File: src/rtl/keypad_scan_module.sv
// keypad_scan_module
//   Scans a 4x4 active-low key matrix one column at a time, debounces press
//   and release of the first key found, and reports one key code per press.
//
// Ports
//   CLK        system clock, rising edge
//   RSTn       asynchronous active-low reset
//   Row_In     matrix rows, active-low, asynchronous to CLK
//   Col_Scan   matrix columns, active-low one-cold drive
//   Key_Code   last accepted key, {row[1:0], col[1:0]}
//   Key_Valid  one-clock pulse per accepted press
//   Key_Down   high from press acceptance until release acceptance
//
// Parameters
//   SCAN_DIV   clocks per scan tick (column dwell), >= 4
//   DEB_COUNT  consecutive qualifying ticks to accept a press/release, >= 1

module keypad_scan_module #(
    parameter int unsigned SCAN_DIV  = 50000,
    parameter int unsigned DEB_COUNT = 20
) (
    input  logic       CLK,
    input  logic       RSTn,
    input  logic [3:0] Row_In,
    output logic [3:0] Col_Scan,
    output logic [3:0] Key_Code,
    output logic       Key_Valid,
    output logic       Key_Down
);

    localparam int unsigned   TW        = (SCAN_DIV > 1) ? $clog2(SCAN_DIV) : 1;
    localparam int unsigned   DW        = $clog2(DEB_COUNT + 1);
    localparam logic [TW-1:0] TICK_LAST = TW'(SCAN_DIV - 1);
    // Counter value just before the qualifying tick that completes a debounce.
    localparam logic [DW-1:0] DEB_LAST  = DW'(DEB_COUNT - 1);
    localparam bit            DEB_ONE   = (DEB_COUNT == 1);

    typedef enum logic [1:0] {
        SCAN,
        PRESS_DEB,
        HELD,
        REL_DEB
    } state_t;

    // Row synchroniser
    logic [3:0]    r_rows_m;
    logic [3:0]    r_rows_s;

    // Tick generator
    logic [TW-1:0] r_tick_cnt;
    logic          w_tick;

    // FSM and datapath
    state_t        r_state,  w_state_nxt;
    logic [1:0]    r_col,    w_col_nxt;
    logic [1:0]    r_row,    w_row_nxt;
    logic [DW-1:0] r_deb,    w_deb_nxt;
    logic [3:0]    r_code,   w_code_nxt;
    logic          r_valid,  w_valid_nxt;
    logic          r_down,   w_down_nxt;

    logic          w_any_low;
    logic [1:0]    w_low_row;
    logic          w_trk_low;

    // Sync flops idle at "no key" so reset release never looks like a press.
    always_ff @(posedge CLK or negedge RSTn) begin
        if (!RSTn) begin
            r_rows_m <= '1;
            r_rows_s <= '1;
        end else begin
            r_rows_m <= Row_In;
            r_rows_s <= r_rows_m;
        end
    end

    always_ff @(posedge CLK or negedge RSTn) begin
        if (!RSTn) begin
            r_tick_cnt <= '0;
        end else if (w_tick) begin
            r_tick_cnt <= '0;
        end else begin
            r_tick_cnt <= r_tick_cnt + TW'(1);
        end
    end

    assign w_tick = (r_tick_cnt == TICK_LAST);

    // Lowest-numbered low row wins within the active column.
    always_comb begin
        w_any_low = (r_rows_s != 4'b1111);
        if (!r_rows_s[0]) begin
            w_low_row = 2'd0;
        end else if (!r_rows_s[1]) begin
            w_low_row = 2'd1;
        end else if (!r_rows_s[2]) begin
            w_low_row = 2'd2;
        end else begin
            w_low_row = 2'd3;
        end
    end

    assign w_trk_low = ~r_rows_s[r_row];

    always_ff @(posedge CLK or negedge RSTn) begin
        if (!RSTn) begin
            r_state <= SCAN;
            r_col   <= '0;
            r_row   <= '0;
            r_deb   <= '0;
            r_code  <= '0;
            r_valid <= 1'b0;
            r_down  <= 1'b0;
        end else begin
            r_state <= w_state_nxt;
            r_col   <= w_col_nxt;
            r_row   <= w_row_nxt;
            r_deb   <= w_deb_nxt;
            r_code  <= w_code_nxt;
            r_valid <= w_valid_nxt;
            r_down  <= w_down_nxt;
        end
    end

    // All transitions happen on a tick; between ticks only Key_Valid
    // returns to zero, giving a single-clock pulse.
    always_comb begin
        w_state_nxt = r_state;
        w_col_nxt   = r_col;
        w_row_nxt   = r_row;
        w_deb_nxt   = r_deb;
        w_code_nxt  = r_code;
        w_valid_nxt = 1'b0;
        w_down_nxt  = r_down;

        if (w_tick) begin
            case (r_state)
                SCAN: begin
                    if (!w_any_low) begin
                        w_col_nxt = r_col + 2'd1;
                    end else begin
                        w_row_nxt = w_low_row;
                        if (DEB_ONE) begin
                            w_code_nxt  = {w_low_row, r_col};
                            w_valid_nxt = 1'b1;
                            w_down_nxt  = 1'b1;
                            w_deb_nxt   = '0;
                            w_state_nxt = HELD;
                        end else begin
                            w_deb_nxt   = DW'(1);
                            w_state_nxt = PRESS_DEB;
                        end
                    end
                end

                PRESS_DEB: begin
                    if (w_trk_low) begin
                        if (r_deb == DEB_LAST) begin
                            w_code_nxt  = {r_row, r_col};
                            w_valid_nxt = 1'b1;
                            w_down_nxt  = 1'b1;
                            w_deb_nxt   = '0;
                            w_state_nxt = HELD;
                        end else begin
                            w_deb_nxt = r_deb + DW'(1);
                        end
                    end else begin
                        w_deb_nxt   = '0;
                        w_col_nxt   = r_col + 2'd1;
                        w_state_nxt = SCAN;
                    end
                end

                HELD: begin
                    if (!w_trk_low) begin
                        if (DEB_ONE) begin
                            w_down_nxt  = 1'b0;
                            w_deb_nxt   = '0;
                            w_col_nxt   = r_col + 2'd1;
                            w_state_nxt = SCAN;
                        end else begin
                            w_deb_nxt   = DW'(1);
                            w_state_nxt = REL_DEB;
                        end
                    end
                end

                REL_DEB: begin
                    if (!w_trk_low) begin
                        if (r_deb == DEB_LAST) begin
                            w_down_nxt  = 1'b0;
                            w_deb_nxt   = '0;
                            w_col_nxt   = r_col + 2'd1;
                            w_state_nxt = SCAN;
                        end else begin
                            w_deb_nxt = r_deb + DW'(1);
                        end
                    end else begin
                        w_deb_nxt   = '0;
                        w_state_nxt = HELD;
                    end
                end

                default: begin
                    w_deb_nxt   = '0;
                    w_state_nxt = SCAN;
                end
            endcase
        end
    end

    always_comb begin
        Col_Scan        = 4'b1111;
        Col_Scan[r_col] = 1'b0;
    end

    assign Key_Code  = r_code;
    assign Key_Valid = r_valid;
    assign Key_Down  = r_down;

endmodule

File: config.mk
export PLATFORM = sky130hd
export DESIGN_NAME = keypad_scan_module
export DESIGN_NICKNAME = d
export VERILOG_FILES = /design/src/rtl/keypad_scan_module.sv
export SDC_FILE = /design/constraint.sdc
export NUM_CORES = 1
export LEC_CHECK = 0
export ABC_CLOCK_PERIOD_IN_PS = 2250
export BUFFER_PORTS_ARGS = -buffer_cell sky130_fd_sc_hd__buf_4
export CAP_MARGIN = 20
export CORE_MARGIN = 2
export CORE_UTILIZATION = 52
export CTS_CLUSTER_SIZE = 24
export DETAILED_ROUTE_END_ITERATION = 12
export GPL_TIMING_DRIVEN = 0
export MAX_ROUTING_LAYER = met4
export PLACE_DENSITY = 0.74
export SYNTH_ARGS = -nofsm -noshare
export SYNTH_HDL_FRONTEND = slang
export SYNTH_SLANG_ARGS = --single-unit
File: constraint.sdc
create_clock -name CLK -period 2.25 [get_ports CLK]
set_input_delay 0.1125 -clock CLK [delete_from_list [all_inputs] [get_ports CLK]]
set_output_delay 0.1125 -clock CLK [all_outputs]
set_load 0.05 [all_outputs]
==> results.toml <==
[global_route]
grt.total_usage_pct = 19.91
antenna_found_initial = 0
grt_start_max_net_pins = 42
overflow = 0
grt_pass1_wl_um = 6037
first_global_vias = 1346

[setup_path]
path_class = "flop to flop"
cp_data_arrival_time_ns = 2.43
cpMaxStageDelayCell = "or4b_4"
cp-end-kind = "flop"
cp_max_fo = 5
critical-path-top-delay-family = "simple AND/OR/NAND/NOR gates"
cp.depth = 5
path_buf_inv = 0
critPathLaunchType = "flop"
max_stage_delay_ns = 0.55
worst-r2r-cell-count = 5
cp_cell_sequence = "or4b_4 -> nor4_4 -> nand3_1 -> nor3_4 -> mux2_1"
cp.required_ns = 2.49

[timing]
maxSlewHeadroom_pct = 60.41
finClkSkew_ns = 0.01274
hold_violations = 0
slew_violations = 0
layout_setup_ws_ns = 0.06831
worstMarginPinSlew_ns = 0.5884
finalCriticalPeriod_ns = 2.182
max_freq_mhz = 458.4
period_share_pct = 96.96
rsz0062_at_grt = "true"
setup_viol = 0

[yosys]
synth-compound-area-share_pct = 7.290
syn-num-nets = 177
synth-xor-area-share_pct = 7.422
synth_seq_cells = 41
synth_edf_count = 0
synth_top_family_by_area = "simple AND/OR/NAND/NOR gates"
post_synth_num_cell_types = 40
syn_area_um2 = 1888
synth.top_cell.area_share_pct = 43.74
yosysTopAreaCell = "dfrtp_1"
muxShareOfSynthArea_pct = 4.771
synthAdderAreaFrac_pct = 3.976
avgSynthCellArea_um2 = 11.44
async_reset_ff_share_pct = 100.0
yosysSeqAreaShare_pct = 54.87
synth_area_leaders = "dfrtp_1 44%, dfstp_2 11%, xnor2_1 4.6%"
synthFlopType = "dfrtp_1"
postSynthCellCount = 165
yosys.area_share.simple_pct = 18.89
yosysWarnings = 0

[floorplan]
rows = 21
design.die.area_um2 = 4129
ios = 16
initial_core_util_pct = 55.27
coreArea_um2 = 3416
fp.dieH_um = 64.26
die_width_um = 64.26

[detailed_routing]
drc = 0
vias_per_cell = 5.452
dr.pass1.iters = 4
antenna_left = 0
drt_wl_total_um = 3539
drt_iter0_markers = 46
wire_per_inst_um = 14.04
vias = 1374

[finish]
syn2layout_area_growth_pct = 23.00
multi_input_area_um2 = 842.1
fillers = 261
fin_util_pct = 67.99
layout.cells.non_filler = 252
final_cell_mix = "31 x dfrtp_1, 28 x buf_4, 13 x nand3_1, 12 x nand2_1, 11 x inv_1"
regArea_um2 = 1039
drive_above_1_share_pct = 29.61
num_antenna_cells = 0
fin_nets = 217
final_common_cell = "dfrtp_1"

[power_and_ir_drop]
fin_total_pwr_mw = 1.204
power.leakage_nw = 1.040
p_clk_share_pct = 34.2
net-switching-power_uw = 255.8
combPwrFrac_pct = 3.2
p_seq_share_pct = 62.6
vdd_drop_max_mv = 0.5155
internal_power_uw = 947.8
swShare_pct = 21.25
power.density_nw_per_um2 = 518.3

[cts]
cts_buffers = 5
cts.path.max_buffers = 2
htree_levels = 2
path_clk_slew_ns = 0.12
clock_sinks = 41
cts_tree = "yes"
clock_latency_ns = 0.36
cts_root_buf = "clkbuf_4"

[worst_hold_path]
hold_path_class = "input port to async pin"

[placed_design]
gp_congestion = 0.7551
pre_cts_slack_ns = -0.3178
dp_hpwl_um = 2393
dp_cells = 226
numPortBuffers = 15

[job]
maxCapViolations = 0

[run_status]
status = "completed"
## cells by family after synthesis
kind of cell / Yosys count
AOI/OAI and AO/OA: 21
xor gates and xnor gates: 16
adders and majority gates: 6
buffers and inverters: 14
DFF: 41
muxes: 7
and+or+nand+nor: 60
## worst paths after layout
check | from | endpoint | slack, ns
setup reg to reg | r_tick_cnt[10]$_DFF_PN0_ | Key_Code[1]$_DFFE_PN0P_ | 0.07
max in group asynchronous | RSTn | r_rows_s[0]$_DFF_PN1_ | 1.63
setup / recovery | r_tick_cnt[10]$_DFF_PN0_ | Key_Code[1]$_DFFE_PN0P_ | 0.07
min in group CLK | r_rows_m[1]$_DFF_PN1_ | r_rows_s[1]$_DFF_PN1_ | 0.36
hold reg to reg | r_rows_m[1]$_DFF_PN1_ | r_rows_s[1]$_DFF_PN1_ | 0.36
hold / removal | RSTn | Key_Code[1]$_DFFE_PN0P_ | 0.25
## state kept, by name, indices dropped and copies added (netlist names), named ones only
signal / flops
Key_Code: 4
Key_Down: 1
Key_Valid: 1
r_col: 2
r_deb: 5
r_row: 2
r_rows_m: 4
r_rows_s: 4
r_state: 1
r_tick_cnt: 16
## Yosys cell counts, types with 4 or more instances
cell     instances
dfrtp_1         33
nand3_1         14
nor2_1           9
mux2_1           4
xor2_1           6
xnor2_1         10
dfstp_2          8
a21oi_1          4
ha_1             6
o21ai_0          7
nand2_1         12
inv_1           11
## repair_timing
item,CTS,global route
setup buffers,3,10
hold buffers,5,0
gates resized for setup,3,8
setup endpoints to repair,8,9
hold endpoints to repair,37,0
pin swaps,1,2
## per-stage QoR
| stage | hold slack [ns] | setup TNS (ns) | instance area (µm²) |
|---|---|---|---|
| 2_1_floorplan | -0.1831 | -0.003168 | 1888 |
| 3_3_place_gp | 0.1068 | -1.236 | 2058 |
| 3_5_place_dp | 0.1140 | -1.505 | 2058 |
| 4_1_cts | 0.2619 | 0 | 2216 |
| 5_1_grt | 0.2742 | -0.04225 | 2322 |
| 6_report | 0.2517 | 0 | 2322 |
## metal layers
| metal | part of all wire, % | vias to the layer above | GRT usage [%] |
|---|---|---|---|
| li1 | - | 657 | - |
| met1 | 43 | 675 | 22.93 |
| met2 | 51 | 33 | 32.81 |
| met3 | 4.4 | 9 | 5.282 |
| met4 | 2.2 | 0 | 8.777 |
| met5 | 0 | - | - |
## final cells by class
cell class	instances	area share (%)
plain buffers	3	0.5388
well taps	46	2.478
clock buffers	7	2.802
flip-flops and latches	41	44.72
clock inverters	1	0.2155
multi-input cells	110	36.26
repair buffers	33	11.21
inverters	11	1.778
## power by group through the flow
stage                     combinational, mW  sequential [mW]  clock, mW
final                                0.0385            0.754      0.411
after global routing                 0.0434            0.755      0.465
after CTS                            0.0367            0.754      0.420
after detailed placement             0.0290            0.767          0
after global placement               0.0276            0.767          0
after floorplan                     0.00664            0.766          0
No activity file was read; power rests on OpenSTA's default activity.
